--- src/rtl/mem_arbiter.sv ---
// Round-robin arbiter sharing one single-port synchronous RAM between the CPU
// and the loader/debug port; one access in flight, loader lock holds off the CPU.
module mem_arbiter #(
   parameter int ADDR_W = 8,
   parameter int DATA_W = 8
) (
   input  logic              i_clk,
   input  logic              i_rstn,
   input  logic              i_c_req,
   input  logic              i_c_we,
   input  logic [ADDR_W-1:0] i_c_addr,
   input  logic [DATA_W-1:0] i_c_wdata,
   output logic              o_c_gnt,
   output logic              o_c_rvalid,
   output logic [DATA_W-1:0] o_c_rdata,
   input  logic              i_l_req,
   input  logic              i_l_we,
   input  logic [ADDR_W-1:0] i_l_addr,
   input  logic [DATA_W-1:0] i_l_wdata,
   output logic              o_l_gnt,
   output logic              o_l_rvalid,
   output logic [DATA_W-1:0] o_l_rdata,
   input  logic              i_l_lock,
   output logic              o_mem_en,
   output logic              o_mem_we,
   output logic [ADDR_W-1:0] o_mem_addr,
   output logic [DATA_W-1:0] o_mem_wdata,
   input  logic [DATA_W-1:0] i_mem_rdata
);

   typedef enum logic [1:0] {
      ST_IDLE   = 2'd0,
      ST_ACCESS = 2'd1,
      ST_WAIT   = 2'd2
   } state_t;

   localparam logic OWN_CPU = 1'b0;
   localparam logic OWN_LDR = 1'b1;

   state_t              state_q, state_d;
   logic                owner_q, owner_d;
   logic                last_q, last_d;
   logic                mem_en_q, mem_en_d;
   logic                mem_we_q, mem_we_d;
   logic [ADDR_W-1:0]   mem_addr_q, mem_addr_d;
   logic [DATA_W-1:0]   mem_wdata_q, mem_wdata_d;
   logic                c_gnt_q, c_gnt_d;
   logic                l_gnt_q, l_gnt_d;
   logic                c_rvalid_q, c_rvalid_d;
   logic                l_rvalid_q, l_rvalid_d;
   logic [DATA_W-1:0]   c_rdata_q, c_rdata_d;
   logic [DATA_W-1:0]   l_rdata_q, l_rdata_d;
   logic                c_elig_s;
   logic                l_elig_s;
   logic                pick_ldr_s;

   // Next-state, selection and response logic
   always_comb begin
      state_d     = state_q;
      owner_d     = owner_q;
      last_d      = last_q;
      mem_en_d    = 1'b0;
      mem_we_d    = 1'b0;
      mem_addr_d  = mem_addr_q;
      mem_wdata_d = mem_wdata_q;
      c_gnt_d     = 1'b0;
      l_gnt_d     = 1'b0;
      c_rvalid_d  = 1'b0;
      l_rvalid_d  = 1'b0;
      c_rdata_d   = c_rdata_q;
      l_rdata_d   = l_rdata_q;
      c_elig_s    = i_c_req & ~i_l_lock;
      l_elig_s    = i_l_req;
      // On a tie the loader wins only when the CPU was served last
      pick_ldr_s  = l_elig_s & (~c_elig_s | (last_q == OWN_CPU));

      case (state_q)
         ST_IDLE: begin
            if (c_elig_s | l_elig_s) begin
               owner_d  = pick_ldr_s ? OWN_LDR : OWN_CPU;
               last_d   = pick_ldr_s ? OWN_LDR : OWN_CPU;
               mem_en_d = 1'b1;
               if (pick_ldr_s) begin
                  mem_we_d    = i_l_we;
                  mem_addr_d  = i_l_addr;
                  mem_wdata_d = i_l_wdata;
                  l_gnt_d     = 1'b1;
               end else begin
                  mem_we_d    = i_c_we;
                  mem_addr_d  = i_c_addr;
                  mem_wdata_d = i_c_wdata;
                  c_gnt_d     = 1'b1;
               end
               state_d = ST_ACCESS;
            end else begin
               state_d = ST_IDLE;
            end
         end
         ST_ACCESS: begin
            if (mem_we_q) begin
               state_d = ST_IDLE;
            end else begin
               state_d = ST_WAIT;
            end
         end
         ST_WAIT: begin
            if (owner_q == OWN_LDR) begin
               l_rdata_d  = i_mem_rdata;
               l_rvalid_d = 1'b1;
            end else begin
               c_rdata_d  = i_mem_rdata;
               c_rvalid_d = 1'b1;
            end
            state_d = ST_IDLE;
         end
         default: begin
            state_d = ST_IDLE;
         end
      endcase
   end

   // State, access latch and registered outputs
   always_ff @(posedge i_clk or negedge i_rstn) begin
      if (!i_rstn) begin
         state_q     <= ST_IDLE;
         owner_q     <= OWN_CPU;
         last_q      <= OWN_LDR;
         mem_en_q    <= 1'b0;
         mem_we_q    <= 1'b0;
         mem_addr_q  <= {ADDR_W{1'b0}};
         mem_wdata_q <= {DATA_W{1'b0}};
         c_gnt_q     <= 1'b0;
         l_gnt_q     <= 1'b0;
         c_rvalid_q  <= 1'b0;
         l_rvalid_q  <= 1'b0;
         c_rdata_q   <= {DATA_W{1'b0}};
         l_rdata_q   <= {DATA_W{1'b0}};
      end else begin
         state_q     <= state_d;
         owner_q     <= owner_d;
         last_q      <= last_d;
         mem_en_q    <= mem_en_d;
         mem_we_q    <= mem_we_d;
         mem_addr_q  <= mem_addr_d;
         mem_wdata_q <= mem_wdata_d;
         c_gnt_q     <= c_gnt_d;
         l_gnt_q     <= l_gnt_d;
         c_rvalid_q  <= c_rvalid_d;
         l_rvalid_q  <= l_rvalid_d;
         c_rdata_q   <= c_rdata_d;
         l_rdata_q   <= l_rdata_d;
      end
   end

   assign o_c_gnt     = c_gnt_q;
   assign o_l_gnt     = l_gnt_q;
   assign o_c_rvalid  = c_rvalid_q;
   assign o_l_rvalid  = l_rvalid_q;
   assign o_c_rdata   = c_rdata_q;
   assign o_l_rdata   = l_rdata_q;
   assign o_mem_en    = mem_en_q;
   assign o_mem_we    = mem_we_q;
   assign o_mem_addr  = mem_addr_q;
   assign o_mem_wdata = mem_wdata_q;

endmodule

--- config.mk ---
export PLATFORM = sky130hd
export DESIGN_NAME = mem_arbiter
export DESIGN_NICKNAME = d
export VERILOG_FILES = /design/src/rtl/mem_arbiter.sv
export SDC_FILE = /design/constraint.sdc
export NUM_CORES = 1
export LEC_CHECK = 0
export BUFFER_PORTS_ARGS = -buffer_cell sky130_fd_sc_hd__buf_2
export CAP_MARGIN = 20
export CORE_MARGIN = 2
export CORE_UTILIZATION = 35
export CTS_CLUSTER_DIAMETER = 120
export CTS_CLUSTER_SIZE = 16
export DETAILED_ROUTE_END_ITERATION = 8
export PLACE_DENSITY_LB_ADDON = 0.1
export REMOVE_ABC_BUFFERS = 1
export SLEW_MARGIN = 15
export SYNTH_ARGS = -nofsm -noshare
export SYNTH_HDL_FRONTEND = slang
export SYNTH_SLANG_ARGS = --single-unit
--- constraint.sdc ---
create_clock -name i_clk -period 1.9 [get_ports i_clk]
set_clock_uncertainty 0.05 [all_clocks]
set_input_delay 0.19 -clock i_clk [delete_from_list [all_inputs] [get_ports i_clk]]
set_output_delay 0.19 -clock i_clk [all_outputs]
set_load 0.1 [all_outputs]
==> out/metrics.csv <==
metric,value,unit
outcome,finished clean,
First-pass DRT Iterations,4,
highest-count cells in the layout ignoring fill and taps,"84 x sky130_fd_sc_hd__buf_2, 41 x sky130_fd_sc_hd__dfrtp_1, 16 x sky130_fd_sc_hd__mux2_2",
remaining global-route overflow,0,
min-delay worst type,input pin to flop,
fin crit share,81.1,%
Reg-to-Reg Start,last_q,
capture point of the worst reg-to-reg path,o_mem_addr[2],
post-CTS setup buffer count,0,
die height,73.7,µm
Final Max Tran Viols,0,
YS warnings,0,
number of hold violations in the final report,0,
residual antenna-violating net count after detailed routing,0,
Max-cap violations,0,
final HPWL from detailed placement,2.81,mm
Max-Slew Margin vs Limit,64.7,%
clock-pin slew reported for the worst setup and hold paths after clock tree synthesis,0.08,ns
buffer cell driving the clock tree root,sky130_fd_sc_hd__clkbuf_8,
Layout Area Growth over Synthesis,35.2,%
Starting DRT DRC Count,20,
final setup fails,0,
cts bufs inserted,5,
fraction of layout cells with a size suffix above 1,65.5,%
library cell with the largest summed area after synthesis,sky130_fd_sc_hd__dfrtp_1,
# fillers,439,
portion of the post-synthesis area used by sequential elements,61.9,%
deepest level of the CTS H-tree,2,
number of global-route vias before repair,1369,
arrival time of data at the critical path endpoint,1.67,ns
core utilization of the finished layout,49.0,%
CP startpoint kind,flop,
area share of the leading cell type in the synthesized netlist,60.3,%
number of ports placed on the die boundary,85,
combined area of the multi-input logic cells,593,µm²
post-synth cell types,23,
number of sinks driven by the clock tree,42,
WS Path Type,flop to flop,
register bit total from synthesis,42,
Critical Path RT,2.03,ns
DIE AREA,0.00543,mm²
maximum clock rate,649,MHz
number of vias after detailed routing,1295,
IO Port Bufs,84,
number of instances on the worst hold path,2,
routed via count divided by cell count,4.98,
initial cell density of the core,36.2,%
setup repair after global routing missed its margin,no,
post-route minimum period,1.54,ns
Remaining DRCs,0,
Detailed Route WL,3.77,mm
worst reg2reg path depth,3,
antenna diode count,0,
initial antenna violation count,0,
die extent in x,73.7,µm
"leading cell type in the layout, fill and taps excluded",sky130_fd_sc_hd__buf_2,
cells taking the most area after synthesis,"sky130_fd_sc_hd__dfrtp_1 60%, sky130_fd_sc_hd__mux2_2 11%, sky130_fd_sc_hd__a221o_1 5.3%, sky130_fd_sc_hd__a221o_2 4.6%, sky130_fd_sc_hd__and3_1 3.3%",
pin count of the biggest net entering global routing,22,
reg-to-reg setup timing slack,0.36,ns
"buffers from clock root to sink, at most",2,
transition time at the pin with the least slew margin,0.529,ns
global-route wire length before repair,6.04,mm
Post-Synthesis Cell Area,0.00170,mm²
TNS Setup,0,ns
Worst Setup End Kind,flop,
number of standard cells after synthesis,114,
average wire per cell in the routed design,14.5,µm
row count,25,
number of nets in the final layout,252,
placeable core area,0.00469,mm²
global-route usage over all layers,14.7,%
clock latency on the worst-skew pair,0.29,ns
Register Area,0.00105,mm²
mean post-synth cell area,14.9,µm²
min-delay src,i_c_we,
final estimated routing congestion in global placement,0.713,
destination of the worst hold path,o_mem_we,
critical path peak fanout,17,
CTS tree,done,
[metal layers]
layer	track usage [%]	part of all wire, %	up-vias
li1	-	-	607
met1	15.9	40	617
met2	25.7	50	65
met3	5.62	8.4	6
met4	6.26	1.8	0
met5	0	0	-
[worst max-delay path, stage by stage, from the launching register on]
cell and delay (ns):
sky130_fd_sc_hd__dfstp_2 0.39, sky130_fd_sc_hd__nand2b_1 0.38, sky130_fd_sc_hd__and3_1 0.30, sky130_fd_sc_hd__a221o_2 0.30
[what timing repair did]
item | CTS | global route
resized for setup | 0 | 0
hold endpoints to repair | 18 | 0
hold buffers | 1 | 0
[cell usage after synthesis]
cell type,instances
sky130_fd_sc_hd__a221o_1,9
sky130_fd_sc_hd__mux2_2,16
sky130_fd_sc_hd__a22o_2,1
sky130_fd_sc_hd__nor2_1,1
sky130_fd_sc_hd__o21ai_0,1
sky130_fd_sc_hd__nand2b_1,1
sky130_fd_sc_hd__nor3b_1,2
sky130_fd_sc_hd__nand3b_2,1
sky130_fd_sc_hd__buf_6,1
sky130_fd_sc_hd__clkbuf_1,3
sky130_fd_sc_hd__buf_2,2
sky130_fd_sc_hd__buf_4,1
sky130_fd_sc_hd__inv_1,4
sky130_fd_sc_hd__a21o_1,2
sky130_fd_sc_hd__a2111oi_4,1
sky130_fd_sc_hd__dfstp_2,1
sky130_fd_sc_hd__and3_1,9
sky130_fd_sc_hd__nor2b_2,1
sky130_fd_sc_hd__dfrtp_1,41
sky130_fd_sc_hd__nor4b_4,1
sky130_fd_sc_hd__and2_4,1
sky130_fd_sc_hd__and3_2,7
sky130_fd_sc_hd__a221o_2,7
[worst max-delay path by stage]
stage / start / to / slack, ns / cells past startpoint
2_1_floorplan: i_c_req / o_mem_addr[1] / 0.03 / 3
3_3_place_gp: last_q / o_mem_wdata[7] / 0.41 / 3
3_5_place_dp: last_q / o_mem_addr[1] / 0.34 / 3
4_1_cts: last_q / o_mem_addr[2] / 0.33 / 3
5_1_grt: last_q / o_mem_addr[4] / 0.29 / 3
6_report: last_q / o_mem_addr[2] / 0.36 / 3
[sequential cells by signal, summed over array words and instances (netlist names)]
signal	flops
o_mem_we	1
o_mem_addr	8
owner_q	1
o_c_gnt	1
o_l_gnt	1
last_q	1
o_c_rdata	8
o_l_rdata	8
o_mem_wdata	8
state_q	2
o_l_rvalid	1
o_c_rvalid	1
o_mem_en	1
[layout make-up]
class / instances / share of cell area, %
Clock buffer: 6 / 3.59
Clock inverter: 2 / 0.544
Inverter: 4 / 0.653
Multi-Input combinational cell: 61 / 25.8
Sequential cell: 42 / 45.8
Tap cell: 54 / 2.94
Timing Repair Buffer: 91 / 20.7
[logic make-up after synthesis]
kind of cell	after synthesis	synth area share [%]
AOI/OAI and AO/OA	21	13.3
buffers and inverters	11	3.24
and+or+nand+nor	24	11.0
muxes	16	10.6
DFF	42	61.9
[stage by stage]
stage	setup WS, ns	instance area (µm²)	hold WS (ns)	instances
final	0.359	2300	0.0703	260
after global routing	0.293	2300	0.0617	260
after CTS	0.330	2300	0.0603	260
after detailed placement	0.341	2190	0.125	251
after global placement	0.410	2190	0.105	251
after floorplan	0.0299	1660	-0.156	107
Power is left out: the tool's default activity adds up to more than one toggle a clock period on the data nets, which glitch-free logic cannot reach.
